$ cat src/rtl/multimode_counter_register_if.sv
`default_nettype none
// ============================================================================
// Module   : multimode_counter_register_if
// Function : Control, data and status bundle of the multi-mode register.
// Revision : 1.0
// ============================================================================
interface multimode_counter_register_if #(
  parameter int N = 4
);
  logic         En;
  logic [2:0]   M;
  logic [N-1:0] Din;
  logic         SinR;
  logic         SinL;
  logic [N-1:0] Q;
  logic         Sout;
  logic         TC;
  logic         Zero;

  modport master (
    output En, M, Din, SinR, SinL,
    input  Q, Sout, TC, Zero
  );

  modport slave (
    input  En, M, Din, SinR, SinL,
    output Q, Sout, TC, Zero
  );
endinterface
`default_nettype wire

$ cat src/rtl/multimode_counter_register.sv
`default_nettype none
// ============================================================================
// Module   : multimode_counter_register
// Function : N-bit hold/shift/rotate/modulo-count/load register with serial
//            I/O, terminal-count pulse and zero flag. Build macro SATURATE_EN
//            makes counting saturate instead of wrap.
// Revision : 1.0
// ============================================================================
module multimode_counter_register #(
  parameter int N      = 4,
  parameter int MODMAX = (1 << N) - 1
) (
  input  wire logic ClockEn,
  input  wire logic RST,
  multimode_counter_register_if.slave bus
);

  localparam logic [2:0] c_hold  = 3'b000;
  localparam logic [2:0] c_shr   = 3'b001;
  localparam logic [2:0] c_shl   = 3'b010;
  localparam logic [2:0] c_rotr  = 3'b011;
  localparam logic [2:0] c_rotl  = 3'b100;
  localparam logic [2:0] c_inc   = 3'b101;
  localparam logic [2:0] c_dec   = 3'b110;
  localparam logic [2:0] c_load  = 3'b111;

  localparam logic [N-1:0] c_modmax = MODMAX[N-1:0];
  localparam logic [N-1:0] c_one    = {{(N-1){1'b0}}, 1'b1};

`ifdef SATURATE_EN
  localparam logic [N-1:0] c_up_limit = c_modmax;
  localparam logic [N-1:0] c_dn_limit = '0;
`else
  localparam logic [N-1:0] c_up_limit = '0;
  localparam logic [N-1:0] c_dn_limit = c_modmax;
`endif

  logic [N-1:0] q_q, q_d;
  logic         sout_q, sout_d;
  logic         tc_q, tc_d;

  always_ff @(posedge ClockEn or posedge RST) begin
    if (RST) begin
      q_q    <= '0;
      sout_q <= 1'b0;
      tc_q   <= 1'b0;
    end else begin
      q_q    <= q_d;
      sout_q <= sout_d;
      tc_q   <= tc_d;
    end
  end

  // TC defaults low so it can only ever be a single-edge pulse per wrap.
  always_comb begin
    q_d    = q_q;
    sout_d = sout_q;
    tc_d   = 1'b0;
    if (bus.En) begin
      case (bus.M)
        c_hold: ;
        c_shr: begin
          q_d    = {bus.SinR, q_q[N-1:1]};
          sout_d = q_q[0];
        end
        c_shl: begin
          q_d    = {q_q[N-2:0], bus.SinL};
          sout_d = q_q[N-1];
        end
        c_rotr: begin
          q_d    = {q_q[0], q_q[N-1:1]};
          sout_d = q_q[0];
        end
        c_rotl: begin
          q_d    = {q_q[N-2:0], q_q[N-1]};
          sout_d = q_q[N-1];
        end
        c_inc: begin
          // ">=" also catches loaded values above the modulus.
          if (q_q >= c_modmax) begin
            q_d  = c_up_limit;
            tc_d = 1'b1;
          end else begin
            q_d  = q_q + c_one;
          end
        end
        c_dec: begin
          if (q_q == '0) begin
            q_d  = c_dn_limit;
            tc_d = 1'b1;
          end else begin
            q_d  = q_q - c_one;
          end
        end
        c_load: q_d = bus.Din;
        default: ;
      endcase
    end
  end

  assign bus.Q    = q_q;
  assign bus.Sout = sout_q;
  assign bus.TC   = tc_q;
  assign bus.Zero = (q_q == '0);

endmodule
`default_nettype wire
$ cat src/flat_wrapper.sv
// flat-port wrapper written by rule: the top's interface ports become plain ports
module multimode_counter_register_flat 
#(
  parameter int N      = 4,
  parameter int MODMAX = (1 << N) - 1
)
  (ClockEn, RST, bus_En, bus_M, bus_Din, bus_SinR, bus_SinL, bus_Q, bus_Sout, bus_TC, bus_Zero);
  multimode_counter_register_if #(.N(N)) bus_i ();
  input  wire logic ClockEn;
  input  wire logic RST;
  input wire logic [$bits(bus_i.En)-1:0] bus_En;
  input wire logic [$bits(bus_i.M)-1:0] bus_M;
  input wire logic [$bits(bus_i.Din)-1:0] bus_Din;
  input wire logic [$bits(bus_i.SinR)-1:0] bus_SinR;
  input wire logic [$bits(bus_i.SinL)-1:0] bus_SinL;
  output wire logic [$bits(bus_i.Q)-1:0] bus_Q;
  output wire logic [$bits(bus_i.Sout)-1:0] bus_Sout;
  output wire logic [$bits(bus_i.TC)-1:0] bus_TC;
  output wire logic [$bits(bus_i.Zero)-1:0] bus_Zero;
  assign bus_i.En = bus_En;
  assign bus_i.M = bus_M;
  assign bus_i.Din = bus_Din;
  assign bus_i.SinR = bus_SinR;
  assign bus_i.SinL = bus_SinL;
  assign bus_Q = bus_i.Q;
  assign bus_Sout = bus_i.Sout;
  assign bus_TC = bus_i.TC;
  assign bus_Zero = bus_i.Zero;
  multimode_counter_register #(.N(N), .MODMAX(MODMAX)) u_core (.ClockEn(ClockEn), .RST(RST), .bus(bus_i));
endmodule
$ cat config.mk
export PLATFORM = sky130hd
export DESIGN_NAME = multimode_counter_register_flat
export DESIGN_NICKNAME = d
export VERILOG_FILES = /design/src/rtl/multimode_counter_register_if.sv /design/src/rtl/multimode_counter_register.sv /design/src/flat_wrapper.sv
export SDC_FILE = /design/constraint.sdc
export NUM_CORES = 1
export LEC_CHECK = 0
export ABC_CLOCK_PERIOD_IN_PS = 4250
export CAP_MARGIN = 20
export CORE_MARGIN = 5
export CORE_UTILIZATION = 52
export CTS_BUF_LIST = sky130_fd_sc_hd__clkbuf_4 sky130_fd_sc_hd__clkbuf_8
export DETAILED_ROUTE_END_ITERATION = 12
export PLACE_DENSITY = 0.92
export SYNTH_ARGS = -nofsm -noshare
export SYNTH_HDL_FRONTEND = slang
export SYNTH_SLANG_ARGS = --single-unit
$ cat constraint.sdc
create_clock -name ClockEn -period 4.25 [get_ports ClockEn]
set_input_delay 0.85 -clock ClockEn [delete_from_list [all_inputs] [get_ports ClockEn]]
set_output_delay 0.85 -clock ClockEn [all_outputs]
set_load 0.005 [all_outputs]
==> key figures <==
Placed design
  – Area after detailed placement: 835 µm²
  – Number of input and output port buffers inserted: 18
  – Post-DP HPWL: between 1 and 1.5 mm
  – Gpl congestion: 0.821
  – Setup slack at placement: 1.62 ns
  – Number of placed cells counting well taps: 118

GRT
  – Pin count of the biggest net entering global routing: 22
  – Wire length of the first global-routing pass: 2.84 mm
  – Number of global-route vias before repair: 666
  – Initial antenna violation count: 0
  – GRT Overall Usage: between 15 and 20%
  – Global route total overflow: 0

Critical path
  – Worst Setup Start Kind: register
  – Critical path arrival: 2.05 ns
  – Critical path endpoint category: output port
  – Worst EP required: between 3 and 4 ns
  – Category of the critical setup timing path: reg -> out
  – Critical path fanouts, max: 10

Power and ir drop
  – Leak pwr: 0.000345 µW
  – Peak supply drop: 0.000238 V
  – Power density relative to cell area: between 200 and 300 nW/µm²

Logic synthesis
  – Syn avg cell area: between 7 and 8 µm²
  – Number of flops mapped to enable cells by yosys: 0
  – Post-synth cell types: 33
  – Share of the yosys chip area belonging to registers: 22.0%
  – Largest area contributor in the synthesized netlist: sky130_fd_sc_hd__dfrtp_1
  – Async set-or-reset flop fraction in the synthesized netlist: 100%
  – Ranking of synthesized cells by instance count: sky130_fd_sc_hd__nand2_1, sky130_fd_sc_hd__o21ai_0, sky130_fd_sc_hd__nand2b_1
  – Area of the mapped netlist: 683 µm²
  – Gate count after technology mapping: 92
  – Ys flop type: sky130_fd_sc_hd__dfrtp_1
  – Library cell with the highest instance count after synthesis: sky130_fd_sc_hd__nand2_1
  – Biggest area contributors in the synthesized netlist: sky130_fd_sc_hd__dfrtp_1, sky130_fd_sc_hd__o21ai_0, sky130_fd_sc_hd__nand2b_1
  – YS warnings: 0
  – Area share of the largest cell type after synthesis: 22.0%
  – Syn_nets: 106
  – Number of storage elements in the synthesis netlist: 6

Clocking
  – Clk_lat worst skew: 0.25 ns
  – Hold-fix buffer count after cts: 0
  – CTS H-Tree Depth: 1
  – TritonCTS Sinks: 6
  – Clock tree buffer depth: 2
  – Clock tree from TritonCTS: yes
  – Root cell of the clock tree: sky130_fd_sc_hd__clkbuf_4
  – Post-CTS setup buffer count: 0
  – Number of buffers added by the clock tree synthesis step: 3
  – Quantity of gates resized following cts: 0
  – Clock slew at the register clock pins of the worst setup and hold paths: 0.05 ns

Timing
  – Hold WS: 0.504 ns
  – Max-Slew Margin vs Limit: 60.5%
  – Final Hold Violating Endpoints: 0
  – Total negative slack for setup checks: 0 ns
  – Final worst path period need: around 2.9 ns
  – Transition time of the tightest slew-check pin: 0.590 ns
  – Ratio of final minimum period to clock period: 68.2%
  – Max-slew violations: 0
  – Worst Skew: around 0.0017 ns
  – Highest attainable clock frequency: 345 MHz
  – Worst path setup slack after routing: 1.35 ns
  – Setup-failing EPs final: 0
  – Setup repair after global routing missed its margin: false

Layout
  – Fraction of layout instances using a drive strength above 1: under 10%
  – Diode insertion count for antenna repair: 0
  – Total non-filler cell area in the finished layout: 857 µm²
  – Non-filler cells, final: 121
  – Synthesis-to-layout area growth: 25.5%
  – Layout net count: 122

Status
  – Outcome: finished clean

Die
  – Horiz. Die Dim: 46.2 µm
  – Effective utilization at floorplan: 53.8%
  – Total core area: about 1300 µm²
  – Number of primary I/O pins: 19
  – Area of the die: 2140 µm²
  – Num rows: 13
  – Die height: 46.2 µm

Drt
  – Total Wirelength: 1.69 mm
  – Detailed route wirelength on metal2: 887 µm
  – Met3 WL: 121 µm
  – Drt first pass iters: 4
  – Starting DRC count in detailed routing: 24
  – Average wire per standard cell: about 14 µm
  – Vias after detailed routing: 750
  – Uppermost layer routed: met4
  – DRC violations left: 0
  – Metal1 wirelength: around 670 µm
  – Vias/cell: 6.20
  – Antenna violation net count after detailed routing: 0

Hold path
  – Path type of the worst min-delay path: reg -> reg

Run
  – Maxcap violations: 0
-- where the power goes --
part           switching [µW]  internal (µW)  total [µW]
combinational            49.4           62.7         112
clock                    21.7           32.0        53.7
sequential               22.9           67.1        90.0
-- worst max-delay path: stages (launching register included) --
cell                              delay, ns
sky130_fd_sc_hd__dfrtp_1               0.49
sky130_fd_sc_hd__inv_2                 0.13
sky130_fd_sc_hd__ha_1                  0.22
sky130_fd_sc_hd__nor3b_1               0.37
sky130_fd_sc_hd__clkdlybuf4s50_1       0.58
-- final timing paths --
check                                             from                           to  slack [ns]  cells after the start
max                        u_core.bus.Q[0]$_DFFE_PP0P_                     bus_Zero        1.35                      4
min                        u_core.bus.Sout$_DFFE_PP0P_  u_core.bus.Sout$_DFFE_PP0P_        0.50                      2
max reg2reg                u_core.bus.Q[0]$_DFFE_PP0P_  u_core.bus.Q[0]$_DFFE_PP0P_        2.33                      6
min reg2reg                u_core.bus.Sout$_DFFE_PP0P_  u_core.bus.Sout$_DFFE_PP0P_        0.50                      2
max in group asynchronous                          RST  u_core.bus.Q[1]$_DFFE_PP0P_        3.22                      2
min in group asynchronous                          RST  u_core.bus.Q[3]$_DFFE_PP0P_        0.82                      2
-- metal layers --
layer,vias to the layer above,track usage (%)
li1,365,-
met1,348,21.5
met2,35,32.1
met3,2,3.52
met4,0,5.11
met5,-,0
-- area by class of cell --
| type | instances | area (µm²) |
|---|---|---|
| tap | 15 | 18.8 |
| fill | 112 | 412 |
| clock buffer | 3 | 22.5 |
| timing repair buffer | 18 | 180 |
| multi-input combinational | 72 | 459 |
| sequential | 6 | 150 |
| inverter | 7 | 26.3 |
-- sequential cells by signal (all words and copies together) (netlist names) --
register	cells
u_core.bus.Q	4
u_core.bus.Sout	1
u_core.bus.TC	1
-- per-stage QoR --
stage,total power (µW),util [%]
2_1_floorplan,158,-
3_3_place_gp,198,65.8
3_5_place_dp,202,65.8
4_1_cts,258,67.6
5_1_grt,276,67.6
6_report,256,67.6
-- layout by cell type (no fill, tap or decap), types with 3 or more instances in the layout --
cell type                         netlist  final
sky130_fd_sc_hd__nand2_1               10     10
sky130_fd_sc_hd__clkdlybuf4s50_1        0     18
sky130_fd_sc_hd__nand2b_1               7      7
sky130_fd_sc_hd__dfrtp_1                6      6
sky130_fd_sc_hd__o21ai_0                9      9
sky130_fd_sc_hd__inv_1                  6      6
sky130_fd_sc_hd__clkbuf_4               0      3
sky130_fd_sc_hd__nor2b_1                4      4
sky130_fd_sc_hd__nor2_1                 5      5
sky130_fd_sc_hd__o31ai_1                3      3
-- kinds of logic (layout without fill, tap and decap cells) --
group | count (synthesis) | in the layout | synth area share (%)
fa+ha+maj | 2 | 2 | 3.66
flops | 6 | 6 | 22.0
buf+inv | 14 | 28 | 10.8
compound gates | 28 | 28 | 27.7
mux | 3 | 3 | 4.76
simple gates | 39 | 39 | 31.1
Note: power is estimated with default switching activity, not from simulation.
